`config.mk`:
```
export PLATFORM = sky130hd
export DESIGN_NAME = margin_topk_stream_flat
export DESIGN_NICKNAME = d
export VERILOG_FILES = /design/src/rtl/margin_topk_stream_if.sv /design/src/rtl/margin_topk_stream.sv /design/src/flat_wrapper.sv
export SDC_FILE = /design/constraint.sdc
export NUM_CORES = 2
export LEC_CHECK = 0
export CAP_MARGIN = 20
export CORE_MARGIN = 2
export CORE_UTILIZATION = 45
export DETAILED_ROUTE_END_ITERATION = 6
export GPL_TIMING_DRIVEN = 0
export PLACE_DENSITY = 0.7
export SLEW_MARGIN = 20
export SYNTH_ARGS = -nofsm -noshare
export SYNTH_HDL_FRONTEND = slang
export SYNTH_SLANG_ARGS = --single-unit
```
`constraint.sdc`:
```
create_clock -name clk -period 17.1 [get_ports clk]
set_clock_uncertainty 0.05 [all_clocks]
set_input_delay 3.42 -clock clk [delete_from_list [all_inputs] [get_ports clk]]
set_output_delay 3.42 -clock clk [all_outputs]
set_load 0.005 [all_outputs]
```
`src/rtl/margin_topk_stream_if.sv`:
```
// Score-vector stream bundle for margin_topk_stream: valid/ready handshake,
// packed class scores and end-of-run marker.
interface margin_topk_stream_if #(
  parameter int NUM_CLASSES = 4,
  parameter int SCORE_W     = 16
);
  logic                           in_valid;
  logic                           in_ready;
  logic                           in_last;
  logic [NUM_CLASSES*SCORE_W-1:0] in_scores;

  modport master (output in_valid, in_scores, in_last, input in_ready);
  modport slave  (input in_valid, in_scores, in_last, output in_ready);
endinterface

```
`src/rtl/margin_topk_stream.sv`:
```
// Streaming margin selector: keeps the K samples with the smallest top1-top2 key.
// Optional feature: `MARGIN_LC_MODE_EN enables the least-confidence key (top1) via mode_i.
module margin_topk_stream #(
  parameter int NUM_CLASSES = 4,
  parameter int SCORE_W     = 16,
  parameter int K           = 10,
  parameter int IDX_W       = 16,
  localparam int CW = $clog2(K + 1),
  localparam int AW = (K > 1) ? $clog2(K) : 1
) (
  input  logic                    clk,
  input  logic                    rst,
  input  logic                    start_i,
  input  logic                    mode_i,
  margin_topk_stream_if.slave     in_if,
  output logic                    busy_o,
  output logic                    done_o,
  output logic [CW-1:0]           count_o,
  input  logic [AW-1:0]           rd_addr_i,
  output logic [IDX_W-1:0]        rd_idx_o,
  output logic [SCORE_W-1:0]      rd_key_o
);

  typedef enum logic [1:0] {S_IDLE, S_RUN, S_DRAIN, S_DONE} state_e;

  state_e state_q, state_d;
  logic   drain_q, drain_d;
  logic   ready, clear, accept;

  logic                           s1_valid_q;
  logic [NUM_CLASSES*SCORE_W-1:0] s1_scores_q;
  logic [IDX_W-1:0]               s1_idx_q;
  logic                           s2_valid_q;
  logic [SCORE_W-1:0]             s2_key_q;
  logic [IDX_W-1:0]               s2_idx_q;
  logic [IDX_W-1:0]               sample_q;

  logic [SCORE_W-1:0] key_q [K];
  logic [IDX_W-1:0]   idx_q [K];
  logic [SCORE_W-1:0] key_d [K];
  logic [IDX_W-1:0]   idx_d [K];
  logic [CW-1:0]      count_q, count_d;
  logic               ins;

  logic [SCORE_W-1:0] top1, top2, sc, key_new;
  int unsigned        pos;

  assign accept         = in_if.in_valid && ready;
  assign in_if.in_ready = ready;

  // State register
  always_ff @(posedge clk or posedge rst) begin
    if (rst) begin
      state_q <= S_IDLE;
      drain_q <= 1'b0;
    end else begin
      state_q <= state_d;
      drain_q <= drain_d;
    end
  end

  // Next-state logic
  always_comb begin
    state_d = state_q;
    drain_d = drain_q;
    case (state_q)
      S_IDLE:  if (start_i) state_d = S_RUN;
      S_RUN: begin
        if (accept && in_if.in_last) begin
          state_d = S_DRAIN;
          drain_d = 1'b0;
        end
      end
      S_DRAIN: begin
        if (drain_q) state_d = S_DONE;
        else         drain_d = 1'b1;
      end
      S_DONE:  if (start_i) state_d = S_RUN;
      default: state_d = S_IDLE;
    endcase
  end

  // Outputs
  always_comb begin
    ready  = (state_q == S_RUN);
    busy_o = (state_q == S_RUN) || (state_q == S_DRAIN);
    done_o = (state_q == S_DONE);
    clear  = start_i && ((state_q == S_IDLE) || (state_q == S_DONE));
  end

`ifdef MARGIN_LC_MODE_EN
  logic mode_q;
  always_ff @(posedge clk or posedge rst) begin
    if (rst)        mode_q <= 1'b0;
    else if (clear) mode_q <= mode_i;
  end
`else
  logic mode_unused;
  assign mode_unused = mode_i;
`endif

  // Stage 1 works on registered scores; a later equal score is taken as top2
  always_comb begin
    top1 = '0;
    top2 = '0;
    sc   = '0;
    for (int unsigned c = 0; c < NUM_CLASSES; c++) begin
      sc = s1_scores_q[c*SCORE_W +: SCORE_W];
      if (sc > top1) begin
        top2 = top1;
        top1 = sc;
      end else if (sc > top2) begin
        top2 = sc;
      end
    end
`ifdef MARGIN_LC_MODE_EN
    key_new = mode_q ? top1 : (top1 - top2);
`else
    key_new = top1 - top2;
`endif
  end

  always_ff @(posedge clk or posedge rst) begin
    if (rst) begin
      s1_valid_q  <= 1'b0;
      s1_scores_q <= '0;
      s1_idx_q    <= '0;
      s2_valid_q  <= 1'b0;
      s2_key_q    <= '0;
      s2_idx_q    <= '0;
      sample_q    <= '0;
    end else if (clear) begin
      s1_valid_q <= 1'b0;
      s2_valid_q <= 1'b0;
      sample_q   <= '0;
    end else begin
      s1_valid_q <= accept;
      if (accept) begin
        s1_scores_q <= in_if.in_scores;
        s1_idx_q    <= sample_q;
        sample_q    <= sample_q + 1'b1;
      end
      s2_valid_q <= s1_valid_q;
      if (s1_valid_q) begin
        s2_key_q <= key_new;
        s2_idx_q <= s1_idx_q;
      end
    end
  end

  // Insertion: valid keys <= new key form a prefix, so pos splits keep/shift
  always_comb begin
    pos = 0;
    for (int unsigned i = 0; i < K; i++)
      if (i < 32'(count_q) && key_q[i] <= s2_key_q) pos = pos + 1;
    ins = s2_valid_q && (pos < K);
    for (int unsigned i = 0; i < K; i++) begin
      key_d[i] = key_q[i];
      idx_d[i] = idx_q[i];
      if (i == pos) begin
        key_d[i] = s2_key_q;
        idx_d[i] = s2_idx_q;
      end else if (i > pos) begin
        key_d[i] = key_q[i-1];
        idx_d[i] = idx_q[i-1];
      end
    end
    count_d = count_q;
    if (ins && count_q != CW'(K)) count_d = count_q + 1'b1;
  end

  always_ff @(posedge clk or posedge rst) begin
    if (rst) begin
      count_q <= '0;
      for (int unsigned i = 0; i < K; i++) begin
        key_q[i] <= '1;
        idx_q[i] <= '1;
      end
    end else if (clear) begin
      count_q <= '0;
      for (int unsigned i = 0; i < K; i++) begin
        key_q[i] <= '1;
        idx_q[i] <= '1;
      end
    end else if (ins) begin
      count_q <= count_d;
      for (int unsigned i = 0; i < K; i++) begin
        key_q[i] <= key_d[i];
        idx_q[i] <= idx_d[i];
      end
    end
  end

  assign count_o = count_q;

  always_comb begin
    rd_idx_o = '1;
    rd_key_o = '1;
    if (32'(rd_addr_i) < K) begin
      rd_idx_o = idx_q[rd_addr_i];
      rd_key_o = key_q[rd_addr_i];
    end
  end

endmodule

```
`src/flat_wrapper.sv`:
```
// flat-port wrapper written by rule: the top's interface ports become plain ports
module margin_topk_stream_flat 
#(
  parameter int NUM_CLASSES = 4,
  parameter int SCORE_W     = 16,
  parameter int K           = 10,
  parameter int IDX_W       = 16,
  localparam int CW = $clog2(K + 1),
  localparam int AW = (K > 1) ? $clog2(K) : 1
)
  (clk, rst, start_i, mode_i, busy_o, done_o, count_o, rd_addr_i, rd_idx_o, rd_key_o, in_if_in_valid, in_if_in_scores, in_if_in_last, in_if_in_ready);
  margin_topk_stream_if #(.NUM_CLASSES(NUM_CLASSES), .SCORE_W(SCORE_W)) in_if_i ();
  input  logic clk;
  input  logic rst;
  input  logic start_i;
  input  logic mode_i;
  output logic busy_o;
  output logic done_o;
  output logic [CW-1:0] count_o;
  input  logic [AW-1:0] rd_addr_i;
  output logic [IDX_W-1:0] rd_idx_o;
  output logic [SCORE_W-1:0] rd_key_o;
  input wire logic [$bits(in_if_i.in_valid)-1:0] in_if_in_valid;
  input wire logic [$bits(in_if_i.in_scores)-1:0] in_if_in_scores;
  input wire logic [$bits(in_if_i.in_last)-1:0] in_if_in_last;
  output wire logic [$bits(in_if_i.in_ready)-1:0] in_if_in_ready;
  assign in_if_i.in_valid = in_if_in_valid;
  assign in_if_i.in_scores = in_if_in_scores;
  assign in_if_i.in_last = in_if_in_last;
  assign in_if_in_ready = in_if_i.in_ready;
  margin_topk_stream #(.NUM_CLASSES(NUM_CLASSES), .SCORE_W(SCORE_W), .K(K), .IDX_W(IDX_W)) u_core (.clk(clk), .rst(rst), .start_i(start_i), .mode_i(mode_i), .in_if(in_if_i), .busy_o(busy_o), .done_o(done_o), .count_o(count_o), .rd_addr_i(rd_addr_i), .rd_idx_o(rd_idx_o), .rd_key_o(rd_key_o));
endmodule
```
==> qor.log <==
[status] outcome finished, final reports clean
[clock_network] Post CTS Setup Buffer Count 0
[critical_path] category of the critical setup timing path reg2reg
[clock_network] clock tree from TritonCTS yes
[synth] post-synthesis sequential element count 457
[timing] max-slew violation count 0
[clock_network] latest clock arrival within the worst-skew pair 0.65 ns
[place] Placer Congestion 0.964
[clock_network] TritonCTS buffer count 54
[final_layout] total inserted antenna cells 0
[clock_network] clock-pin slew reported for the worst setup and hold paths after clock tree synthesis 0.06 ns
[power] switching power as a share of total power 46.6%
[detailed_routing] sum of routed wire length over all layers 98.0 mm
[final_layout] ratio of cells with drive above 1 in the final layout 19.9%
[synth] number of instances in the synthesized netlist 2995
[critical_path] maximum single-stage delay on the critical path 0.63 ns
[floorplan] die footprint 0.0723 sq mm
[clock_network] clock sink count 457
[detailed_routing] number of vias in the routed layout 25600
[floorplan] x dimension of the die 269 um
[synth] cell types with the largest area share after synthesis dfstp_2, mux2i_1, dfrtp_1
[synth] fraction of the yosys area taken by sequential cells 37.5%
[global_routing] total overflow reported by the global router 0
[floorplan] core footprint 0.0698 sq mm
[timing] final setup violation count 0
[critical_path] nature of the critical path endpoint register
[detailed_routing] detailed-route wire length per cell 23.6 um
[synth] share of Yosys cell area claimed by the top area cell type 26.6%
[critical_path] Critical Path Most Common Cell o21a_1
[floorplan] IO Pins 113
[synth] most repeated cell in the gate-level netlist after synthesis mux2i_1
[final_layout] Area Overhead vs Synth 13.5%
[clock_network] cts-stage hold buffer count 0
[power] clock share of power 15.4%
[global_routing] number of antenna violations at the first check in global routing 1
[synth] Warnings, synthesis 0
[detailed_routing] drt drc 0
[synth] Syn Nets 3341
[flow_run] max-cap violations 0
[place] worst setup timing slack at the placement stage 5.01 ns
[power] power after layout 7.92 mW
[power] relative contribution of combinational cells to total power 63.9%
[power] sequential share of power 20.7%
[floorplan] effective utilization at floorplan 45.3%
[critical_path] data arrival time of the critical path 12.72 ns
[clock_network] H-tree lvl count 2
[timing] slew margin rel. 25.5%
[power] net switching power figure 3.69 mW
[synth] Async S/R FF share, synth 100%
[timing] final-report hold violation count 0
[worst_hold_path] class of the tightest hold or removal check reg2reg
[critical_path] required time worst endpoint 17.53 ns
[synth] average cell area after synthesis 10.5 sq um
[power] internal portion of total power 4.23 mW
[power] power per standard cell area 221 mW/mm^2
[final_layout] number of standard cells in the layout, taps in and fillers out 4149
[timing] post-layout minimum cycle time 12.30 ns
[detailed_routing] number of nets with antenna violations after routing 0
[critical_path] Crit Path Max Fanout 10
[timing] setup ws final 4.80 ns
[timing] unrepaired setup endpoints after global routing false
[critical_path] crit start category register
[detailed_routing] DRC violation total after the first TritonRoute iteration 2419
[place] DP HPWL 74.0 mm
[synth] number of enable flip-flop cells after synthesis 0
[global_routing] pin count of the biggest net entering global routing 109
[floorplan] height of the die 269 um
[place] port buffer count 107
[global_routing] number of global-route vias before repair 25200
[power] Leak 15.3 nW
[synth] primary flip-flop cell chosen by synthesis mapping dfstp_2
[critical_path] library cell contributing the largest single delay on the critical path clkbuf_1
[detailed_routing] via density per instance 6.17
[clock_network] clock root buffer master clkbuf_16
[clock_network] number of gates resized after cts 0
[synth] cell area after technology mapping 0.0316 sq mm
[detailed_routing] length of the first detailed-routing pass in iterations 6
[timing] slew of the pin with the lowest slew margin 1.11 ns
[place] cell count after placement 4047
[power] maximum vdd drop 0.000199 V
[global_routing] first-pass GRT wire length 150 mm
[timing] Final Cycle Share 71.9%
[final_layout] net count reported at finish 3509
[timing] achievable frequency 81.3 MHz
[synth] top cell types by occurrence after synthesis mux2i_1, dfstp_2, ha_1
[floorplan] number of placement rows 97
[synth] number of distinct library cell variants in the gate-level netlist after synthesis 79
[global_routing] global routing usage summed across all routing layers 27.0%
[synth] largest area contributor in the netlist dfstp_2
[clock_network] CTS max path bufs 3
## cells in the final DEF (no fill, tap or decap), types with 6 or more instances in the layout
cell	synthesis	final
a211oi_1	43	43
a21o_1	37	37
a21oi_1	137	137
a22oi_1	33	33
a2bb2oi_1	224	224
a31oi_1	35	35
and2_1	8	8
and3_1	14	14
and4_1	7	7
buf_1	15	15
buf_2	44	44
buf_6	6	6
clkbuf_1	143	151
clkbuf_16	0	54
clkbuf_8	0	14
clkdlybuf4s50_1	0	107
clkinv_2	0	13
dfrtp_1	137	137
dfstp_2	320	320
ha_1	271	271
inv_1	111	110
mux2_2	66	66
mux2i_1	389	389
mux4_2	64	64
nand2_1	215	215
nand2b_1	24	24
nand3_1	29	29
nand4_1	43	43
nor2_1	133	133
nor2b_1	55	55
nor3_1	22	21
nor3b_1	6	6
o211ai_1	55	55
o21a_1	33	33
o21ai_0	129	129
o21ai_1	7	7
xnor2_1	22	22
xor2_1	23	23
## worst paths after layout
path	cells after the start	startpoint	end	slack [ns]
worst max-delay path	59	u_core.s1_scores_q[17]	u_core.s2_key_q[14]	4.80
worst min-delay path	1	u_core.idx_q[9]	u_core.idx_q[9]	0.45
worst max register to register	59	u_core.s1_scores_q[17]	u_core.s2_key_q[14]	4.80
worst min register to register	1	u_core.idx_q[9]	u_core.idx_q[9]	0.45
max in group asynchronous	4	rst	u_core.idx_q[22]	12.46
min in group asynchronous	2	rst	u_core.s1_scores_q[55]	3.20
## registers in the layout, indices dropped and copies added (netlist names)
signal / count
u_core.s1_valid_q: 1
u_core.sample_q: 16
u_core.s2_valid_q: 1
u_core.s1_scores_q: 64
u_core.s2_idx_q: 16
u_core.state_q: 2
u_core.s2_key_q: 16
u_core.idx_q: 160
u_core.count_o: 4
u_core.s1_idx_q: 16
u_core.drain_q: 1
u_core.key_q: 160
## power groups by stage
stage / clock [mW] / sequential (mW) / combinational (mW)
2_1_floorplan: 0 / 1.54 / 3.75
3_3_place_gp: 0 / 1.64 / 4.92
3_5_place_dp: 0 / 1.64 / 5.00
4_1_cts: 1.23 / 1.63 / 5.04
5_1_grt: 1.28 / 1.66 / 5.65
6_report: 1.22 / 1.64 / 5.06
## cell families after synthesis
family / after synthesis / synth area share [%]
xor gates and xnor gates: 53 / 1.73
buffers and inverters: 326 / 4.27
and+or+nand+nor: 578 / 8.64
adders and majority gates: 272 / 10.8
AOI/OAI and AO/OA: 790 / 17.8
DFF: 457 / 37.5
muxes: 519 / 19.2
## area by class of cell
type,count,area [sq um]
fillers,6201,33900
multi-input cells,2212,18400
flip-flops and latches,457,11800
clock buffers,76,1570
repair buffers,112,1200
well taps,940,1180
plain buffers,215,933
inverters,111,424
clock inverters,26,313
## through the flow
stage                     setup TNS [ns]  hold slack [ns]  cell area (sq um)  util, %
after global routing                   0            0.460              35900     51.4
after CTS                              0            0.455              35900     51.4
after detailed placement               0            0.445              34000     48.7
final                                  0            0.453              35900     51.4
after global placement           -643.75            0.438              33800     48.5
after floorplan                        0            0.425              31600        -
## worst max-delay path: cells and delay by family, from the launching register on
kind                     cells  cell delay (ns)
XOR/XNOR                     1             0.17
AO/OA/AOI/OAI               39             6.02
adder cells (fa/ha/maj)      5             1.38
AND/OR/NAND/NOR              4             0.37
multiplexers                 3             1.15
buffers and inverters        7             2.60
flip-flops                   1             0.41
## layer usage
layer  vias to the layer above  part of all wire, %  GRT usage, %
li1                      11600                    -             -
met1                     12800                   43          37.5
met2                      1099                   46          43.1
met3                       188                  7.5          4.06
met4                         0                  3.5          9.37
met5                         -                    0             0
(Power assumes the default switching activity.)
